### src/rtl/centronix_rx_fifo.sv
// Centronics receive front-end: synchronises STROBE/data, buffers bytes in a
// small FIFO, and runs the BUSY/ACK handshake toward the host.
module centronix_rx_fifo #(
  parameter int DEPTH    = 16,
  parameter int AW       = 4,
  parameter int BUSY_MIN = 8,
  parameter int ACK_LEN  = 4
) (
  input  logic          clk,
  input  logic          rst,
  input  logic [7:0]    centronix,
  input  logic          strobe,
  input  logic          inv_strobe,
  input  logic          inv_busy,
  output logic          busy,
  output logic          ack,
  input  logic          pop,
  output logic [7:0]    dout,
  output logic          empty,
  output logic [AW:0]   count,
  output logic          overrun,
  input  logic          clr_ovr,
  output logic [1:0]    state_dbg
);

  // Consumer handshake: dout is valid while empty=0; a byte transfers on any
  // cycle with pop=1 and empty=0. pop while empty is ignored.

  typedef enum logic [1:0] {IDLE, HOLD, ACK_ST, FULL_WAIT} state_t;

  localparam logic [AW:0] DEPTH_C = (AW+1)'(DEPTH);
  localparam logic [AW:0] ONE_C   = (AW+1)'(1);

  logic          s_meta, s_sync, s_hist;
  logic [7:0]    d_meta, d_sync;
  logic          push_evt;
  logic [7:0]    mem [DEPTH];
  logic [AW-1:0] wptr, rptr, rptr_inc;
  logic          full, do_push, do_pop, drop;
  state_t        state, state_nxt;
  logic [7:0]    timer, timer_nxt;

  always_ff @(posedge clk or negedge rst) begin
    if (!rst) begin
      s_meta <= 1'b0;
      s_sync <= 1'b0;
      s_hist <= 1'b0;
      d_meta <= 8'h00;
      d_sync <= 8'h00;
    end else begin
      s_meta <= strobe ^ inv_strobe;
      s_sync <= s_meta;
      s_hist <= s_sync;
      d_meta <= centronix;
      d_sync <= d_meta;
    end
  end

  assign push_evt = s_sync & ~s_hist;
  assign empty    = (count == '0);
  assign full     = (count == DEPTH_C);
  assign do_pop   = pop & ~empty;
  // A pop on a full FIFO frees the slot the simultaneous push lands in.
  assign do_push  = push_evt & (~full | do_pop);
  assign drop     = push_evt & full & ~do_pop;
  assign rptr_inc = rptr + AW'(1);

  always_ff @(posedge clk) begin
    if (do_push) mem[wptr] <= d_sync;
  end

  always_ff @(posedge clk or negedge rst) begin
    if (!rst) begin
      wptr    <= '0;
      rptr    <= '0;
      count   <= '0;
      dout    <= 8'h00;
      overrun <= 1'b0;
    end else begin
      if (do_push) wptr <= wptr + AW'(1);
      if (do_pop)  rptr <= rptr_inc;
      case ({do_push, do_pop})
        2'b10:   count <= count + ONE_C;
        2'b01:   count <= count - ONE_C;
        default: count <= count;
      endcase
      // dout is the registered head; the byte being written bypasses memory
      // when it becomes the new head in the same cycle.
      if (do_pop) begin
        if (count > ONE_C)  dout <= mem[rptr_inc];
        else if (do_push)   dout <= d_sync;
      end else if (do_push && empty) begin
        dout <= d_sync;
      end
      if (drop)         overrun <= 1'b1;
      else if (clr_ovr) overrun <= 1'b0;
    end
  end

  always_ff @(posedge clk or negedge rst) begin
    if (!rst) begin
      state <= IDLE;
      timer <= 8'h00;
    end else begin
      state <= state_nxt;
      timer <= timer_nxt;
    end
  end

  always_comb begin
    state_nxt = state;
    timer_nxt = timer;
    case (state)
      IDLE: begin
        if (push_evt) begin
          state_nxt = HOLD;
          timer_nxt = 8'(BUSY_MIN - 1);
        end
      end
      HOLD: begin
        if (timer == 8'h00) begin
          state_nxt = ACK_ST;
          timer_nxt = 8'(ACK_LEN - 1);
        end else begin
          timer_nxt = timer - 8'h01;
        end
      end
      ACK_ST: begin
        if (timer == 8'h00) state_nxt = full ? FULL_WAIT : IDLE;
        else                timer_nxt = timer - 8'h01;
      end
      FULL_WAIT: begin
        if (!full) state_nxt = IDLE;
      end
      default: state_nxt = IDLE;
    endcase
  end

  assign busy      = (state != IDLE) ^ inv_busy;
  assign ack       = (state != ACK_ST);
  assign state_dbg = state;

endmodule

### config.mk
export PLATFORM = sky130hd
export DESIGN_NAME = centronix_rx_fifo
export DESIGN_NICKNAME = d
export VERILOG_FILES = /design/src/rtl/centronix_rx_fifo.sv
export SDC_FILE = /design/constraint.sdc
export NUM_CORES = 1
export LEC_CHECK = 0
export CAP_MARGIN = 25
export CORE_ASPECT_RATIO = 1.25
export CORE_MARGIN = 5
export CORE_UTILIZATION = 60
export CTS_CLUSTER_DIAMETER = 40
export DETAILED_ROUTE_END_ITERATION = 10
export PLACE_DENSITY_LB_ADDON = 0.3
export SYNTH_ARGS = -nofsm -noshare
export SYNTH_HDL_FRONTEND = slang
export SYNTH_SLANG_ARGS = --single-unit
export TNS_END_PERCENT = 100
### constraint.sdc
create_clock -name clk -period 4 [get_ports clk]
set_clock_uncertainty 0.2 [all_clocks]
set_input_delay 0.8 -clock clk [delete_from_list [all_inputs] [get_ports clk]]
set_output_delay 0.8 -clock clk [all_outputs]
set_load 0.02 [all_outputs]
==> results of run 1 <==
[how the worst max path moves through the flow]
stage               startpoint         to  cells after the start
finish                count[1]      empty                      4
global route          count[1]      empty                      4
CTS                   count[1]      empty                      4
detailed placement         pop  mem[8][3]                      6
global placement           pop  mem[8][1]                      6
floorplan             count[0]  mem[2][0]                      6
[state kept, by name, indices dropped and copies added (netlist names)]
name	cells
d_sync	8
s_meta	1
overrun	1
dout	8
timer	8
mem	128
s_sync	1
d_meta	8
rptr	4
count	5
s_hist	1
wptr	4
state_dbg	2
[per-layer routing]
layer  global-route usage  part of all wire
met5                    0                 0
met4               0.0691             0.016
met3               0.0416             0.049
met2                0.342              0.53
met1                0.279              0.41
[stage by stage]
stage / setup WS (ns) / area, sq um / instances / utilization / hold slack [ns]
global route: 0.642 / 8630 / 672 / 0.688 / 0.158
global placement: 0.871 / 8060 / 640 / 0.643 / 0.133
CTS: 0.743 / 8630 / 672 / 0.688 / 0.150
floorplan: 1.05 / 7580 / 448 / - / 0.131
finish: 0.775 / 8630 / 672 / 0.688 / 0.147
detailed placement: 0.771 / 8060 / 640 / 0.643 / 0.135
[power by group through the flow]
stage	Sequential [mW]	Combinational, mW	Clock (mW)
4_1_cts	2.49	2.59	1.58
3_3_place_gp	2.51	2.49	0
3_5_place_dp	2.52	2.57	0
2_1_floorplan	2.50	1.90	0
5_1_grt	2.52	2.76	1.67
6_report	2.49	2.55	1.56
[cells in the mapped netlist, drive strengths merged (3+ instances only)]
cell	count	area, sq um
a2111oi	8	133
a211oi	9	97.6
a21boi	9	82.6
a21oi	8	43.8
and2	9	56.3
buf	13	97.6
clkbuf	4	15.0
dfrtp	51	1280
edfxtp	128	3840
ha	16	200
inv	17	63.8
mux4	32	721
nand2	8	30.0
nand2b	3	18.8
nand3	8	40.0
nand4	6	37.5
nor2	24	92.6
nor2b	24	150
nor3	11	55.1
nor4	6	43.8
o21ai	10	68.8
xnor2	8	70.1
xor2	10	87.6
[worst reg2reg max path: stages, from the launching register on]
cell      delay [ns]
dfrtp_1         0.49
inv_1           0.12
ha_1            0.23
and4bb_2        0.29
a21oi_2         0.35
inv_2           0.13
ha_1            0.31
nand3_1         0.13
o21ai_2         0.20
nor2b_1         0.23
a211oi_1        0.27
[area by class of cell]
cell class,count,area [sq um],area share
clock inverter,10,71.3,0.00826
timing repair buffer,41,385,0.0447
tap,168,210,0.0244
clock buffer,22,495,0.0574
multi-input combinational,235,2280,0.265
sequential,179,5120,0.593
inverter,17,63.8,0.00739
[cells by family (layout without fill, tap and decap cells)]
family                     count (synthesis)  count (layout)  synth area share
buffers and inverters                     34              90            0.0233
DFF                                      179             179             0.675
xor gates and xnor gates                  18              18            0.0208
and+or+nand+nor                          109             109            0.0829
adders and majority gates                 16              16            0.0264
AOI/OAI and AO/OA                         57              57            0.0720
muxes                                     35              35            0.0992
==> flow_metrics.py, run 1 <==
metrics = {
    "outcome": {
        "status": "finished clean",
    },
    "place": {
        "port_buffers": 33,
        "gp_congestion": 0.761,
        "hpwl_mm": 9.52,
    },
    "sta": {
        "grt_setup_unrepaired": "false",
        "max_clock_freq_ghz": 0.310,
        "worst_slew_pin_slew_ns": 0.835,
        "period_share": 0.806,
        "hold_viol": 0,
        "finalMaxSlewViolations": 0,
        "setup_viol": 0,
        "setup_tns_ns": 0,
        "slew_headroom": 0.443,
        "finalCriticalPeriod_ns": 3.22,
    },
    "worst_setup_path": {
        "cp_slowest_stage_delay_ns": 0.68,
        "reg2reg_slack_ns": 0.96,
        "critPathMaxFanout": 7,
        "end_kind": "output pin",
        "crit_path_start_kind": "register",
        "rr_worst_depth": 10,
        "r2r_start": "count[0]",
        "critical_path_arrival_ns": 2.22,
        "crit_type": "reg2out",
        "cp_slowest_cell": "clkdlybuf4s50_1",
        "crit_required_ns": 3.00,
        "path_buf_inv": 2,
        "r2r_end": "dout[4]",
        "crit_family": "buffers and inverters",
        "worstPathCellList": "inv_1, ha_1, nor4b_4, clkdlybuf4s50_1",
    },
    "yosys": {
        "synth_enable_flop_cells": 128,
        "syn_avg_cell_area_sq_um": 16.9,
        "syn_inst": 448,
        "syn_area_sq_um": 7580,
        "syn_nets": 479,
        "synthFlopType": "edfxtp_1",
        "ys_seq_area_frac": 0.675,
        "async_flop_share": 0.285,
        "synth_cell_types": 58,
        "yosys_warnings": 0,
        "synth-seq-cells": 179,
    },
    "cells_and_area": {
        "drive_gt1_frac": 0.208,
        "layout_common_cells": "edfxtp_1 (128), dfrtp_1 (50), mux4_2 (32), clkdlybuf4s50_1 (32), nor2b_1 (24)",
        "diodes": 0,
        "nNetsFinal": 522,
        "final_common_cell": "edfxtp_1",
        "fill_cells": 852,
        "syn_to_final_growth_pct": 13.9,
    },
    "global_routing": {
        "antenna_found_initial": 0,
        "grt_remaining_overflow": 0,
        "grt_usage": 0.207,
        "grt_pass1_vias": 4078,
        "grt_pass1_wl_mm": 23.2,
        "grt_max_degree": 39,
    },
    "power": {
        "seqPwrFrac": 0.377,
        "intPower_mw": 4.31,
        "power.share.switching": 0.347,
        "power_switching_mw": 2.29,
        "clkPwrFrac": 0.236,
        "power_leakage_nw": 3.01,
        "combPwrFrac": 0.387,
        "ir_worst_vdd_mv": 0.577,
        "cellPowerDensity_nw_per_um2": 765,
        "power_mw": 6.60,
    },
    "routing": {
        "firstDrtPassIters": 5,
        "drcViolationCount": 0,
        "drtIter0Drc": 329,
        "ant_nets": 0,
        "vias_per_cell": 5.96,
        "wire_per_inst_um": 21.8,
        "routed_wl_mm": 14.6,
        "vias": 4006,
    },
    "clocking": {
        "cts_buffer_depth": 2,
        "htree_levels": 4,
        "numCtsBuffers": 17,
        "ctsResizeCount": 0,
        "cts.clk_slew.worst_paths_ns": 0.07,
        "worstSkewPairLatency_ns": 0.43,
        "cts_tree": "done",
        "cts_sinks": 179,
        "postCtsSetupBuffers": 0,
        "root_buffer": "clkbuf_16",
        "cts_hold_buf": 0,
    },
    "die": {
        "rows": 46,
        "io_pins": 34,
        "die_w_um": 111,
        "initial_core_util": 0.604,
        "dieArea_sq_um": 15000,
        "coreArea_sq_um": 12500,
        "die_y_um": 136,
    },
    "worst_hold_path": {
        "hold-path-endpoint": "d_sync[6]",
        "min_path_cells": 0,
        "hp-start": "d_meta[6]",
        "worst_hold_path_type": "reg2reg",
    },
    "job": {
        "max_cap_viol_count": 0,
    },
}
No activity file was read; power rests on OpenSTA's default activity.
==> run 2: changes to the inputs <==
==> constraint.sdc (replaced) <==
create_clock -name clk -period 3.07 [get_ports clk]
set_clock_uncertainty 0.2 [all_clocks]
set_input_delay 0.614 -clock clk [delete_from_list [all_inputs] [get_ports clk]]
set_output_delay 0.614 -clock clk [all_outputs]
set_load 0.02 [all_outputs]
==> flow_metrics.py, run 2 (synthesis results as in run 1) <==
metrics = {
    "outcome": {
        "status": "finished clean",
    },
    "place": {
        "gp_congestion": 0.790,
        "port_buffers": 33,
        "hpwl_mm": 9.40,
        "dpl-instance-area_sq_um": 8130,
        "dp.cells": 645,
    },
    "cells_and_area": {
        "final_area_sq_um": 8780,
        "fill_cells": 820,
        "largest_reg_flops": 128,
        "top_register": "mem",
        "stdcell_count": 677,
        "fin_util": 0.700,
        "drive_gt1_frac": 0.218,
        "final-seq-area_sq_um": 5120,
        "multi_input_area_sq_um": 2280,
        "final_common_cell": "edfxtp_1",
        "layout_common_cells": "edfxtp_1 (128), dfrtp_1 (50), mux4_2 (32), clkdlybuf4s50_1 (31), nor2b_1 (24)",
        "nNetsFinal": 527,
        "diodes": 0,
        "syn_to_final_growth_pct": 15.8,
    },
    "clocking": {
        "ctsResizeCount": 0,
        "cts.clk_slew.worst_paths_ns": 0.06,
        "cts_hold_buf": 0,
        "cts_buffer_depth": 2,
        "cts_tree": "done",
        "root_buffer": "clkbuf_16",
        "numCtsBuffers": 17,
        "htree_levels": 4,
        "postCtsSetupBuffers": 0,
        "worstSkewPairLatency_ns": 0.42,
        "cts_sinks": 179,
    },
    "worst_hold_path": {
        "worst_hold_path_type": "in2async",
    },
    "routing": {
        "vias_per_cell": 5.93,
        "drcViolationCount": 0,
        "drtIter0Drc": 298,
        "routed_wl_mm": 14.8,
        "firstDrtPassIters": 4,
        "wire_per_inst_um": 21.9,
        "vias": 4016,
        "ant_nets": 0,
    },
    "global_routing": {
        "grt_pass1_vias": 4119,
        "grt_pass1_wl_mm": 23.5,
        "grt_usage": 0.210,
        "grt_remaining_overflow": 0,
        "antenna_found_initial": 0,
        "grt_max_degree": 52,
    },
    "die": {
        "coreArea_sq_um": 12500,
        "initial_core_util": 0.604,
        "io_pins": 34,
        "rows": 46,
        "die_w_um": 111,
        "dieArea_sq_um": 15000,
        "die_y_um": 136,
    },
    "power": {
        "power_mw": 8.92,
        "cellPowerDensity_nw_per_um2": 1020,
        "ir_worst_vdd_mv": 0.740,
        "power_leakage_nw": 3.11,
    },
    "sta": {
        "setup_tns_ns": 0,
        "worst_slew_pin_slew_ns": 0.672,
        "setup_viol": 0,
        "period_share": 0.914,
        "slew_headroom": 0.552,
        "finalCriticalPeriod_ns": 2.81,
        "max_clock_freq_ghz": 0.356,
        "grt_setup_unrepaired": "false",
        "hold_viol": 0,
        "finalMaxSlewViolations": 0,
    },
    "worst_setup_path": {
        "worstPathCellList": "inv_1, ha_1, xnor2_1, clkdlybuf4s50_1",
        "crit_required_ns": 2.26,
        "end_kind": "output pin",
        "cp_slowest_cell": "clkdlybuf4s50_1",
        "crit_type": "reg2out",
        "critPathMaxFanout": 5,
        "crit_path_start_kind": "register",
        "critical_path_arrival_ns": 1.99,
        "cp_slowest_stage_delay_ns": 0.62,
    },
    "job": {
        "max_cap_viol_count": 0,
    },
}
[run 2: cell count changes in the layout (fill, tap and decap cells not counted), sizes merged, moves of 3 or more]
cell    change
clkbuf      +6
buf         +5
inv         -3
clkinv      -3
[run 2: cell type report]
cell class / instances / area share
well taps: 168 / 0.0239
clock inverters: 4 / 0.00584
multi-input cells: 235 / 0.260
flip-flops and latches: 179 / 0.583
inverters: 17 / 0.00727
repair buffers: 46 / 0.0513
clock buffers: 28 / 0.0684
[run 2: worst paths after layout]
path	from	endpoint	slack (ns)	cells past startpoint
max in group asynchronous	rst	rptr[0]	2.09	2
hold reg to reg	d_meta[6]	d_sync[6]	0.15	0
hold / removal	rst	timer[6]	0.10	2
min in group clk	d_meta[6]	d_sync[6]	0.15	0
setup reg to reg	count[0]	mem[10][3]	0.29	7
setup / recovery	state_dbg[1]	busy	0.26	4
[run 2: worst max-delay path: cells and delay by family (launching register included)]
kind / cells / cell delay [ns]
xor gates and xnor gates: 1 / 0.14
adders and majority gates: 1 / 0.27
DFF: 1 / 0.42
buffers and inverters: 2 / 0.75
[run 2: through the flow]
step | hold WS (ns) | worst slack [ns]
2_1_floorplan | 0.118 | 0.117
3_3_place_gp | 0.133 | 0.306
3_5_place_dp | 0.139 | 0.209
4_1_cts | 0.126 | 0.0567
5_1_grt | 0.150 | 0.136
6_report | 0.100 | 0.264
[run 2: layer usage]
metal,track usage,part of all wire,up-vias
met5,0,0,-
met4,0.0500,0.0078,0
met3,0.0509,0.051,9
met2,0.359,0.54,100
met1,0.275,0.40,2091
li1,-,-,1816
[run 2: power breakdown]
part | switching (mW) | leakage (nW) | internal (mW) | total, mW
clock | 0.836 | 0.320 | 1.42 | 2.25
combinational | 1.80 | 1.02 | 1.62 | 3.42
sequential | 0.340 | 1.76 | 2.91 | 3.25
==> run 3: changes to the inputs <==
--- a/config.mk
+++ b/config.mk
@@ -9,6 +9,7 @@
 export CORE_ASPECT_RATIO = 1.25
 export CORE_MARGIN = 5
 export CORE_UTILIZATION = 60
+export CTS_BUF_LIST = sky130_fd_sc_hd__clkbuf_2
 export CTS_CLUSTER_DIAMETER = 40
 export DETAILED_ROUTE_END_ITERATION = 10
 export PLACE_DENSITY_LB_ADDON = 0.3
==> flow_metrics.py, run 3 (synthesis results as in run 1) <==
metrics = {
    "power": {
        "power_leakage_nw": 2.94,
        "combPwrFrac": 0.430,
        "intPower_mw": 5.04,
        "cellPowerDensity_nw_per_um2": 936,
        "clkPwrFrac": 0.159,
        "ir_worst_vdd_mv": 0.705,
        "seqPwrFrac": 0.411,
        "power_switching_mw": 2.83,
        "power.share.switching": 0.359,
    },
    "cells_and_area": {
        "final_common_cell": "edfxtp_1",
        "layout_common_cells": "edfxtp_1 (128), dfrtp_1 (50), mux4_2 (32), clkdlybuf4s50_1 (30), nor2b_1 (24)",
        "nNetsFinal": 530,
        "final-seq-area_sq_um": 5120,
        "multi_input_area_sq_um": 2290,
        "diodes": 0,
        "fin_util": 0.670,
        "largest_reg_flops": 128,
        "syn_to_final_growth_pct": 11.0,
        "fill_cells": 896,
        "drive_gt1_frac": 0.219,
        "final_area_sq_um": 8410,
        "top_register": "mem",
    },
    "global_routing": {
        "use_met2": 0.340,
        "grt_busiest_layer": "met2",
        "grt_remaining_overflow": 0,
        "grt_max_degree": 52,
        "antenna_found_initial": 0,
        "grt_pass1_vias": 4048,
        "met3_usage": 0.0496,
        "gr-usage-met1": 0.272,
        "grt_pass1_wl_mm": 22.8,
        "grt_usage": 0.202,
    },
    "clocking": {
        "cts_tree": "done",
        "numCtsBuffers": 17,
        "worstSkewPairLatency_ns": 0.69,
        "cts.clk_slew.worst_paths_ns": 0.21,
        "cts_sinks": 179,
        "root_buffer": "clkbuf_2",
        "cts_buffer_depth": 2,
        "htree_levels": 4,
    },
    "worst_setup_path": {
        "crit_path_start_kind": "register",
        "cp_slowest_cell": "clkdlybuf4s50_1",
        "critPathMaxFanout": 8,
        "end_kind": "output pin",
        "reg2reg_slack_ns": 0.29,
        "crit_required_ns": 2.26,
        "r2r_start": "count[0]",
        "crit_type": "reg2out",
        "worstPathCellList": "inv_1, ha_2, inv_1, clkdlybuf4s50_1",
        "rr_worst_depth": 7,
        "path_buf_inv": 3,
        "critical_path_arrival_ns": 2.08,
        "cp_slowest_stage_delay_ns": 0.53,
        "critPathMostFrequentCell": "inv_1",
        "r2r_end": "mem[9][7]",
        "crit_family": "buffers and inverters",
    },
    "sta": {
        "finalMaxSlewViolations": 0,
        "setup_viol": 0,
        "max_clock_freq_ghz": 0.345,
        "finalCriticalPeriod_ns": 2.89,
        "worst_slew_pin_slew_ns": 0.704,
        "setup_tns_ns": 0,
        "hold_ws_ns": 0.142,
        "grt_setup_unrepaired": "false",
        "hold_viol": 0,
        "slew_headroom": 0.530,
        "period_share": 0.943,
    },
    "routing": {
        "drcViolationCount": 0,
        "ant_nets": 0,
        "vias_per_cell": 5.86,
        "drtIter0Drc": 345,
        "routed_wl_mm": 14.2,
        "firstDrtPassIters": 5,
        "wire_per_inst_um": 20.8,
        "vias": 3985,
    },
    "die": {
        "die_w_um": 111,
        "dieArea_sq_um": 15000,
        "io_pins": 34,
        "initial_core_util": 0.604,
        "rows": 46,
        "die_y_um": 136,
        "coreArea_sq_um": 12500,
    },
    "worst_hold_path": {
        "hold-path-endpoint": "d_meta[3]",
        "min_path_cells": 1,
        "worst_hold_path_type": "in2reg",
        "hp-start": "centronix[3]",
    },
    "place": {
        "gp_congestion": 0.790,
        "hpwl_mm": 9.40,
        "port_buffers": 33,
        "dpl-instance-area_sq_um": 8130,
    },
    "outcome": {
        "status": "finished clean",
    },
    "job": {
        "max_cap_viol_count": 0,
    },
}
run 3: cell count changes in the layout (fill, tap and decap cells not counted), moves of 2 or more:
cell | previous run | this run
inv_2 | 1 | 4
bufinv_16 | 1 | 4
clkbuf_16 | 20 | 0
clkbuf_8 | 7 | 0
clkbuf_2 | 0 | 18
clkinv_1 | 0 | 4
buf_4 | 11 | 13
run 3: repair_timing:
item	CTS	global route
hold endpoints to repair	51	0
buffers inserted	1	1
setup endpoints to repair	3	2
hold buffers	1	0
resized for setup	4	1
run 3: stage by stage:
step	cells	power (mW)	setup WS [ns]
6_report	680	7.88	0.176
5_1_grt	680	8.34	0.0150
4_1_cts	679	7.93	0.0373
3_5_place_dp	645	6.69	0.209
3_3_place_gp	645	6.57	0.306
2_1_floorplan	448	5.74	0.117
run 3: area by class of cell:
class | count | area share
sequential | 179 | 0.609
multi-input combinational | 235 | 0.272
timing repair buffer | 49 | 0.0562
tap | 168 | 0.0250
clock inverter | 14 | 0.0199
clock buffer | 18 | 0.0107
inverter | 17 | 0.00759
run 3: per-layer routing:
layer,vias to the layer above,part of all wire,wire [um]
met1,2056,0.41,5820
met5,-,0,0
met2,93,0.53,7560
met3,12,0.046,647
li1,1824,-,-
met4,0,0.010,148
run 3: worst max-delay path by stage:
stage                             from   endpoint  slack, ns  cells after the start
after floorplan               count[0]  mem[2][0]       0.12                      6
after global placement             pop    dout[6]       0.31                      8
after detailed placement           pop  mem[9][1]       0.21                      6
after CTS                 state_dbg[0]        ack       0.04                      4
after global routing      state_dbg[0]        ack       0.02                      4
final                     state_dbg[0]        ack       0.18                      4
run 3: worst register-to-register path: stages (launching register included):
cell,delay [ns]
dfrtp_1,0.54
inv_1,0.10
ha_1,0.22
and4bb_2,0.29
a21oi_2,0.20
inv_2,0.10
nor3b_2,0.36
and2_1,0.44
run 3: power by group through the flow:
| stage | registers [mW] | clock network (mW) | logic, mW |
|---|---|---|---|
| 6_report | 3.23 | 1.25 | 3.39 |
| 5_1_grt | 3.28 | 1.39 | 3.67 |
| 4_1_cts | 3.23 | 1.28 | 3.42 |
| 3_5_place_dp | 3.29 | 0 | 3.40 |
| 3_3_place_gp | 3.27 | 0 | 3.30 |
| 2_1_floorplan | 3.26 | 0 | 2.48 |
